## src/rtl/icache_pkg.sv

```systemverilog
// Shared constants, state encodings and address field helpers for the icache controller.
package icache_pkg;

  localparam int SETS        = 16;
  localparam int LINE_BITS   = 256;
  localparam int TAG_BITS    = 23;
  localparam int BEAT_BITS   = 64;
  localparam int BEATS       = LINE_BITS / BEAT_BITS;
  localparam int OFFSET_BITS = 5;
  localparam int INDEX_BITS  = 4;
  localparam int WORD_BITS   = 3;

  typedef logic [1:0] state_t;
  localparam state_t ST_IDLE   = 2'd0;
  localparam state_t ST_LOOKUP = 2'd1;
  localparam state_t ST_FILL   = 2'd2;
  localparam state_t ST_WRITE  = 2'd3;

  function automatic logic [TAG_BITS-1:0] get_tag(input logic [31:0] addr);
    return TAG_BITS'(addr >> (OFFSET_BITS + INDEX_BITS));
  endfunction

  function automatic logic [INDEX_BITS-1:0] get_set(input logic [31:0] addr);
    return INDEX_BITS'(addr >> OFFSET_BITS);
  endfunction

  function automatic logic [WORD_BITS-1:0] get_word(input logic [31:0] addr);
    return WORD_BITS'(addr >> 2);
  endfunction

  function automatic logic [31:0] line_word(input logic [LINE_BITS-1:0] line,
                                            input logic [WORD_BITS-1:0] idx);
    return line[{idx, 5'd0} +: 32];
  endfunction

endpackage

```

## src/rtl/icache_fill_buffer.sv

```systemverilog
// Assembles four memory beats into one cache line; done pulses with the final beat.
module icache_fill_buffer
  import icache_pkg::*;
(
  input  logic                 clk,
  input  logic                 rst,
  input  logic                 beat_vld,
  input  logic [BEAT_BITS-1:0] beat_data,
  output logic                 done,
  output logic [LINE_BITS-1:0] line
);

  logic [1:0] cnt_q;

  always_ff @(posedge clk or posedge rst) begin
    if (rst) cnt_q <= '0;
    else if (beat_vld) cnt_q <= cnt_q + 2'd1;
  end

  always_ff @(posedge clk) begin
    if (beat_vld) line[{cnt_q, 6'd0} +: BEAT_BITS] <= beat_data;
  end

  assign done = beat_vld && (cnt_q == 2'(BEATS - 1));

endmodule

```

## src/rtl/icache_ctrl.sv

```systemverilog
// Direct-mapped icache controller: tag/data SRAM lookup, 4-beat line fill, flush.
// Optional hit/miss counters are built when ICACHE_PERF_EN is defined.
module icache_ctrl
  import icache_pkg::*;
(
  input  logic                 clk,
  input  logic                 rst,
  input  logic                 ufp_req,
  input  logic [31:0]          ufp_addr,
  output logic                 ufp_ready,
  output logic                 ufp_resp,
  output logic [31:0]          ufp_rdata,
  input  logic                 flush,
  output logic                 dfp_read,
  output logic [31:0]          dfp_addr,
  input  logic                 dfp_rvalid,
  input  logic [BEAT_BITS-1:0] dfp_rdata,
  output logic                 data_csb,
  output logic                 data_web,
  output logic [31:0]          data_wmask,
  output logic [3:0]           data_addr,
  output logic [LINE_BITS-1:0] data_din,
  input  logic [LINE_BITS-1:0] data_dout,
  output logic                 tag_csb,
  output logic                 tag_web,
  output logic [3:0]           tag_addr,
  output logic [TAG_BITS-1:0]  tag_din,
`ifdef ICACHE_PERF_EN
  output logic [31:0]          perf_hits,
  output logic [31:0]          perf_misses,
`endif
  input  logic [TAG_BITS-1:0]  tag_dout
);

  state_t               state_q, state_d;
  logic [SETS-1:0]      valid_q;
  logic [31:0]          addr_q;
  logic                 flushed_q;
  logic                 hit, issue, fill_en, fill_done;
  logic [LINE_BITS-1:0] line_buf;

  // SRAM read data for addr_q is valid in LOOKUP, so the compare is purely combinational.
  assign hit     = valid_q[get_set(addr_q)] && (tag_dout == get_tag(addr_q));
  assign fill_en = (state_q == ST_FILL) && dfp_rvalid;

  icache_fill_buffer u_fill (
    .clk       (clk),
    .rst       (rst),
    .beat_vld  (fill_en),
    .beat_data (dfp_rdata),
    .done      (fill_done),
    .line      (line_buf)
  );

  always_comb begin
    state_d    = state_q;
    issue      = 1'b0;
    ufp_ready  = 1'b0;
    ufp_resp   = 1'b0;
    ufp_rdata  = '0;
    dfp_read   = 1'b0;
    dfp_addr   = '0;
    data_csb   = 1'b1;
    data_web   = 1'b1;
    data_wmask = '0;
    data_addr  = '0;
    data_din   = '0;
    tag_csb    = 1'b1;
    tag_web    = 1'b1;
    tag_addr   = '0;
    tag_din    = '0;
    case (state_q)
      ST_IDLE: begin
        ufp_ready = 1'b1;
        if (ufp_req) begin
          issue   = 1'b1;
          state_d = ST_LOOKUP;
        end
      end
      ST_LOOKUP: begin
        if (hit) begin
          ufp_resp  = 1'b1;
          ufp_rdata = line_word(data_dout, get_word(addr_q));
          ufp_ready = 1'b1;
          issue     = ufp_req;
          state_d   = ufp_req ? ST_LOOKUP : ST_IDLE;
        end else begin
          dfp_read = 1'b1;
          dfp_addr = {addr_q[31:5], 5'd0};
          state_d  = ST_FILL;
        end
      end
      ST_FILL: begin
        dfp_read = 1'b1;
        dfp_addr = {addr_q[31:5], 5'd0};
        if (fill_done) state_d = ST_WRITE;
      end
      ST_WRITE: begin
        data_csb   = 1'b0;
        data_web   = 1'b0;
        data_wmask = '1;
        data_addr  = get_set(addr_q);
        data_din   = line_buf;
        tag_csb    = 1'b0;
        tag_web    = 1'b0;
        tag_addr   = get_set(addr_q);
        tag_din    = get_tag(addr_q);
        ufp_resp   = 1'b1;
        ufp_rdata  = line_word(line_buf, get_word(addr_q));
        state_d    = ST_IDLE;
      end
      default: state_d = ST_IDLE;
    endcase
    if (issue) begin
      data_csb  = 1'b0;
      data_addr = get_set(ufp_addr);
      tag_csb   = 1'b0;
      tag_addr  = get_set(ufp_addr);
    end
  end

  always_ff @(posedge clk or posedge rst) begin
    if (rst) begin
      state_q   <= ST_IDLE;
      valid_q   <= '0;
      flushed_q <= 1'b0;
    end else begin
      state_q <= state_d;
      // A flush anywhere from the miss compare through WRITE leaves the new line invalid.
      if (state_q == ST_LOOKUP && !hit) flushed_q <= flush;
      else if (state_q == ST_FILL && flush) flushed_q <= 1'b1;
      if (flush) valid_q <= '0;
      else if (state_q == ST_WRITE && !flushed_q) valid_q[get_set(addr_q)] <= 1'b1;
    end
  end

  always_ff @(posedge clk) begin
    if (issue) addr_q <= ufp_addr;
  end

`ifdef ICACHE_PERF_EN
  always_ff @(posedge clk or posedge rst) begin
    if (rst) begin
      perf_hits   <= '0;
      perf_misses <= '0;
    end else if (state_q == ST_LOOKUP) begin
      if (hit && perf_hits != '1) perf_hits <= perf_hits + 32'd1;
      if (!hit && perf_misses != '1) perf_misses <= perf_misses + 32'd1;
    end
  end
`endif

endmodule

```

## config.mk

```make
export PLATFORM = sky130hd
export DESIGN_NAME = icache_ctrl
export DESIGN_NICKNAME = d
export VERILOG_FILES = /design/src/rtl/icache_pkg.sv /design/src/rtl/icache_fill_buffer.sv /design/src/rtl/icache_ctrl.sv
export SDC_FILE = /design/constraint.sdc
export NUM_CORES = 1
export LEC_CHECK = 0
export BUFFER_PORTS_ARGS = -buffer_cell sky130_fd_sc_hd__buf_2
export CORE_AREA = 8 8 295 297
export CTS_CLUSTER_SIZE = 30
export DETAILED_ROUTE_END_ITERATION = 8
export DIE_AREA = 0 0 303 305
export HOLD_SLACK_MARGIN = 0.12
export PLACE_DENSITY = 0.47
export SLEW_MARGIN = 20
export SYNTH_ARGS = -nofsm -noshare
export SYNTH_HDL_FRONTEND = slang
export SYNTH_SLANG_ARGS = --single-unit
```

## constraint.sdc

```tcl
create_clock -name clk -period 6.2 [get_ports clk]
set_input_delay 0 -clock clk [delete_from_list [all_inputs] [get_ports clk]]
set_output_delay 0 -clock clk [all_outputs]
set_load 0.005 [all_outputs]
```

==> metrics.csv, run 1 <==
metric,value,unit
status,finished clean,
I/O pins,770,
f_max,235,MHz
vias in the first global route,15900,
die width,303,um
Hold Fails Final Rpt,0,
total die area,92400,sq um
row cnt,106,
hpwl dp,64600,um
CP top delay family,buffers and inverters,
Post-synth top flop,edfxtp_1,
share of cells above drive strength 1,44.4,%
Tightest Pin Transition,1.02,ns
post-synth cell types,37,
Post-Synthesis Cell Area,18200,sq um
buffers added on ports,762,
DR iter-0 viols,1117,
post-CTS resize count,0,
buffer and inverter count on the worst path,5,
Mapped Avg Cell Area,12.8,sq um
CTS root buffer,clkbuf_16,
Clock Latency Late Sink,0.56,ns
Final Critical Period,4.25,ns
Pins Over Slew Limit,0,
Core ar.,82600,sq um
CTS tree,done,
top-area cell type share of the netlist area,47.2,%
max_slew headroom,31.9,%
WS Path Type,reg2out,
Post-synth EDFFs,286,
largest area contributor in the netlist,edfxtp_1,
Async SR Flop Fraction,6.84,%
Synth area leaders,"edfxtp_1 (47%), and2_1 (18%), mux4_2 (16%), mux2i_1 (3.7%), dfrtp_1 (2.9%)",
final clock skew,0.0216,ns
reg-to-reg startpoint,addr_q[19],
total negative slack,0,ns
flop2flop setup slack,2.35,ns
crit path launch type,register,
Critical Path Start,addr_q[19],
sequential area share after synthesis,50.1,%
CP arrival,4.25,ns
Worst path depth,11,
total CTS buffers,40,
Critical Path Most Common Cell,dlygate4sd3_1,
Max stage delay on crit path,0.64,ns
R2R cell count,10,
WL final,85000,um
Seq cells post-synth,307,
Setup Buffers After CTS,0,
CTS Sinks,307,
Power Total,8.41,mW
Pleak,11.0,nW
Vias/cell,4.48,
max-cap violations,0,
initial antenna violation count,10,
maximum VDD drop,369,uV
RSZ-0062 raised after global routing,false,
total track usage,17.4,%
fin crit share,68.6,%
ANT nets after route,0,
reg2reg end,flushed_q,
Logic pwr share,40.2,%
P&R area growth vs syn,38.5,%
Critical Path Sink,dfp_addr[25],
worst hold path type,in2reg,
CP Data Required Time,6.20,ns
H-tree levels,2,
Gate Count Post-Synth,1422,
pwr dens,334,nW/um^2
Pre-Repair DR Iteration Count,5,
peak fanout along the critical path,28,
WL/cell,25.6,um
register share of total power,32.3,%
Placer Congestion,0.924,
die height,305,um
yosys warns,0,
clock-pin slew on the worst setup and hold paths,0.05,ns
total gr overflow,0,
Starting Density,22.0,%
via count,14800,
number of fill cells,8481,
cell internal pwr,5.36,mW
Max clock buf depth,3,
global-route wire length before repair,117000,um
# nets final,2593,
CP endpoint kind,output pin,
Switching Fraction,36.2,%
CP cell instances,"xnor2_1, nand4_1, dlygate4sd3_1, nor4_2, dlygate4sd3_1, nand3_2, dlygate4sd3_1, a21oi_2, buf_4, nor2_1, buf_2",
slowest CP cell,dlygate4sd3_1,
pin count of the biggest net entering global routing,174,
# DRC,0,
final setup fails,0,
NetSw,3.05,mW
clock power share,27.5,%
==> layout by cell type (no fill, tap or decap), drive strengths merged, types with 3 or more instances in the layout <==
cell type / count
mux2i: 68
a31oi: 7
nand4: 6
diode: 4
o21ai: 5
conb: 5
nor3: 5
inv: 17
ha: 9
dlygate4sd3: 103
a21oi: 11
nor2: 54
clkbuf: 47
dfrtp: 21
and2: 535
o22ai: 32
buf: 785
nor3b: 4
clkinvlp: 3
xnor2: 24
edfxtp: 286
mux4: 132
and3: 4
nand2: 40
clkinv: 13
nand2b: 3
bufinv: 4
==> state kept, by name, indices dropped and copies added (netlist names), named ones only <==
name and cells:
state_q 1, addr_q 30, valid_q 16, flushed_q 1
u_fill.line 256, u_fill.cnt_q 2
==> power by group through the flow <==
| stage | sequential (mW) | combinational, mW | clock, mW |
|---|---|---|---|
| floorplan | 2.70 | 1.95 | 0 |
| global placement | 2.75 | 3.35 | 0 |
| detailed placement | 2.76 | 3.40 | 0 |
| CTS | 2.72 | 3.47 | 2.39 |
| global route | 2.74 | 3.66 | 2.45 |
| finish | 2.72 | 3.38 | 2.31 |
==> worst min-delay path by stage <==
stage          cells past startpoint          to  slack [ns]         start
2_1_floorplan                      1   async pin       -0.02           rst
3_3_place_gp                       1  addr_q[14]        0.18  ufp_addr[14]
3_5_place_dp                       1   addr_q[9]        0.18   ufp_addr[9]
4_1_cts                            2  addr_q[15]        0.13  ufp_addr[15]
5_1_grt                            2  addr_q[17]        0.15  ufp_addr[17]
6_report                           2  addr_q[17]        0.18  ufp_addr[17]
==> synth_stat cells (all sizes together), types with 2 or more instances <==
master	n
buf	64
edfxtp	286
nand3	2
nand2b	3
mux2i	68
dfrtp	21
ha	9
nand2	40
nand4	6
nor3	5
xnor2	24
o31ai	2
mux4	132
clkbuf	88
o21ai	5
a21oi	11
inv	13
and3	4
a31oi	7
o22ai	32
and2	535
nor2b	2
nor2	54
nor3b	4
==> cells by family (layout without fill, tap and decap cells) <==
kind of cell | Yosys count | after routing | synth area share [%]
AND/OR/NAND/NOR | 656 | 656 | 21.4
AO/OA/AOI/OAI | 58 | 58 | 2.00
adder cells (fa/ha/maj) | 9 | 9 | 0.619
buffers and inverters | 166 | 972 | 4.53
multiplexers | 201 | 201 | 20.2
other | 1 | 9 | 0.0206
flip-flops | 307 | 307 | 50.1
XOR/XNOR | 24 | 24 | 1.16
==> worst register-to-register path: cells and delay by family (launching register included) <==
| kind | cells | cell delay (ns) |
|---|---|---|
| compound gates | 2 | 0.26 |
| xor+xnor | 1 | 0.18 |
| buf+inv | 4 | 2.37 |
| flops | 1 | 0.43 |
| simple gates | 3 | 0.50 |
==> metrics by stage <==
step	hold slack, ns	util [%]	instances	instance area (sq um)	worst slack (ns)
floorplan	-0.0235	-	1426	18200	2.98
global placement	0.178	27.7	3139	22900	3.08
detailed placement	0.178	27.7	3139	22900	3.20
CTS	0.133	30.5	3312	25200	1.88
global route	0.146	30.5	3314	25200	1.69
finish	0.177	30.5	3316	25200	1.95
==> area by class of cell <==
class | instances | area, sq um | share of cell area, %
inverters | 14 | 52.6 | 0.209
flip-flops and latches | 307 | 9110 | 36.2
diodes | 4 | 10.0 | 0.0397
repair buffers | 888 | 5070 | 20.1
well taps | 1080 | 1350 | 5.36
clock inverters | 23 | 229 | 0.909
multi-input cells | 953 | 8320 | 33.0
clock buffers | 47 | 1050 | 4.16
==> repair_timing <==
item / in CTS / in global routing
hold buffers: 103 / 0
endpoints found under the hold margin: 333 / 0
setup endpoints to repair: 0 / 0
==> metal layers <==
metal  up-vias  track usage [%]  routed length (um)
li1       6612                -                   -
met2       613             29.4               41500
met1      7517             22.2               35600
met3       104             3.59                5730
met5         -                0                   0
met4         0             4.97                2220
Note: power is estimated with default switching activity, not from simulation.
==> run 2: changes to the inputs <==
Clock period 6.2 ns to 4.15 ns, I/O delays scaled along.
==> run 2 against run 1 <==
Sequential power grew 49%. Clock power grew 53%. Setup slack lost 1.5 ns. Clock skew grew 0.0065 ns. Power grew 51%. Combinational power grew 50%. Cell area grew 0.43%. Highest routed layer is now met5. Clock-buffer cell count grew 1.
==> metrics.csv, run 2 (synthesis results as in run 1) <==
metric,value,unit
peak fanout along the critical path,23,
WL final,84800,um
via count,14800,
CP cell instances,"xnor2_1, nand4_1, dlygate4sd3_1, nor4_2, nand3_2, o21ai_4, buf_4, nor2_1, buf_2",
number of fill cells,8520,
total negative slack,0,ns
pin count of the biggest net entering global routing,101,
H-tree levels,2,
CTS tree,done,
die width,303,um
Final Critical Period,3.71,ns
max-cap violations,0,
vias in the first global route,16000,
global-route wire length before repair,117000,um
Max clock buf depth,3,
CP arrival,3.71,ns
I/O pins,770,
maximum VDD drop,439,uV
Biggest register,u_fill.line,
crit path launch type,register,
f_max,270,MHz
initial antenna violation count,11,
ANT nets after route,0,
final clock skew,0.0282,ns
Hold Buf Count CTS,100,
final setup fails,0,
total die area,92400,sq um
DR iter-0 viols,964,
Starting Density,22.0,%
CP Data Required Time,4.15,ns
Clock Latency Late Sink,0.56,ns
hpwl dp,65300,um
fin crit share,89.3,%
Placed Area,23000,sq um
"most common cell after layout, fill and taps aside",buf_2,
max reg flops,256,
total track usage,17.4,%
Placer Congestion,0.955,
Pre-Repair DR Iteration Count,5,
slowest CP cell,dlygate4sd3_1,
Vias/cell,4.45,
# DRC,0,
worst hold margin,0.167,ns
total CTS buffers,39,
"Core Util, Final",30.6,%
RSZ-0062 raised after global routing,false,
biggest regs,"u_fill.line: 256 flops, addr_q: 30 flops, valid_q: 16 flops",
Setup Buffers After CTS,0,
# nets final,2595,
Pleak,11.0,nW
WS Path Type,reg2out,
CTS root buffer,clkbuf_16,
worst hold path type,in2reg,
clock-pin slew on the worst setup and hold paths,0.06,ns
Power Total,12.7,mW
die height,305,um
CP endpoint kind,output pin,
CTS Sinks,307,
row cnt,106,
pwr dens,501,nW/um^2
Pins Over Slew Limit,0,
Final Instance Area,25300,sq um
status,finished clean,
max_slew headroom,36.6,%
Core ar.,82600,sq um
Tightest Pin Transition,0.925,ns
P&R area growth vs syn,39.1,%
most frequent cells in the layout,"buf_2 (762), and2_1 (535), edfxtp_1 (286), mux4_2 (132), dlygate4sd3_1 (100)",
share of cells above drive strength 1,44.7,%
Hold Fails Final Rpt,0,
post-CTS resize count,0,
buffers added on ports,762,
WL/cell,25.5,um
CP top delay family,buffers and inverters,
total gr overflow,0,
Max stage delay on crit path,0.58,ns
buffer and inverter count on the worst path,3,
## run 2: cell count changes in the layout (fill, tap and decap cells not counted), sizes merged
cell	before	now
dlygate4sd3	103	100
clkbuf	47	48
clkinvlp	3	2
diode	4	8
inv	17	18
bufinv	4	6
clkinv	13	11
buf	785	791
## run 2: cell type report
class                   count  area, sq um  share of cell area (%)
diodes                      8         20.0                  0.0791
clock buffers              48         1040                    4.11
clock inverters            23          277                    1.09
inverters                  14         52.6                   0.208
multi-input cells         953         8310                    32.9
flip-flops and latches    307         9110                    36.0
well taps                1080         1350                    5.34
repair buffers            891         5130                    20.3
## run 2: path summary, 6_finish.rpt
| path | slack, ns | startpoint | to | cells after the start |
|---|---|---|---|---|
| min reg2reg | 0.49 | flushed_q | flushed_q | 1 |
| max reg2reg | 1.06 | addr_q[19] | addr_q[21] | 7 |
| min | 0.17 | tag_dout[12] | flushed_q | 7 |
| max in group asynchronous | 3.35 | rst | valid_q[13] | 3 |
| min in group asynchronous | 0.22 | rst | u_fill.cnt_q[1] | 3 |
| max | 0.44 | addr_q[19] | tag_csb | 9 |
## run 2: power by group
group	total, mW	switching, mW	internal (mW)
clock	3.53	1.37	2.16
combinational	5.08	2.99	2.08
sequential	4.06	0.175	3.88
total	12.7	4.54	8.12
## run 2: stage by stage
stage / worst slack, ns / std cells
floorplan: 0.928 / 1426
global placement: 1.22 / 3145
detailed placement: 1.19 / 3145
CTS: 0.333 / 3316
global route: 0.197 / 3318
finish: 0.445 / 3324
## run 2: per-layer routing
| layer | vias up | GRT usage, % | part of all wire [%] |
|---|---|---|---|
| met2 | 634 | 30.2 | 50 |
| li1 | 6615 | - | - |
| met5 | - | 0 | 0.032 |
| met4 | 4 | 5.31 | 2.9 |
| met1 | 7445 | 20.6 | 39 |
| met3 | 103 | 5.02 | 8.3 |
## run 2: worst min-delay path, delay by kind of cell
family                    cells  cell delay, ns
xor gates and xnor gates      1            0.06
buffers and inverters         1            0.09
and+or+nand+nor               3            0.29
AOI/OAI and AO/OA             2            0.21
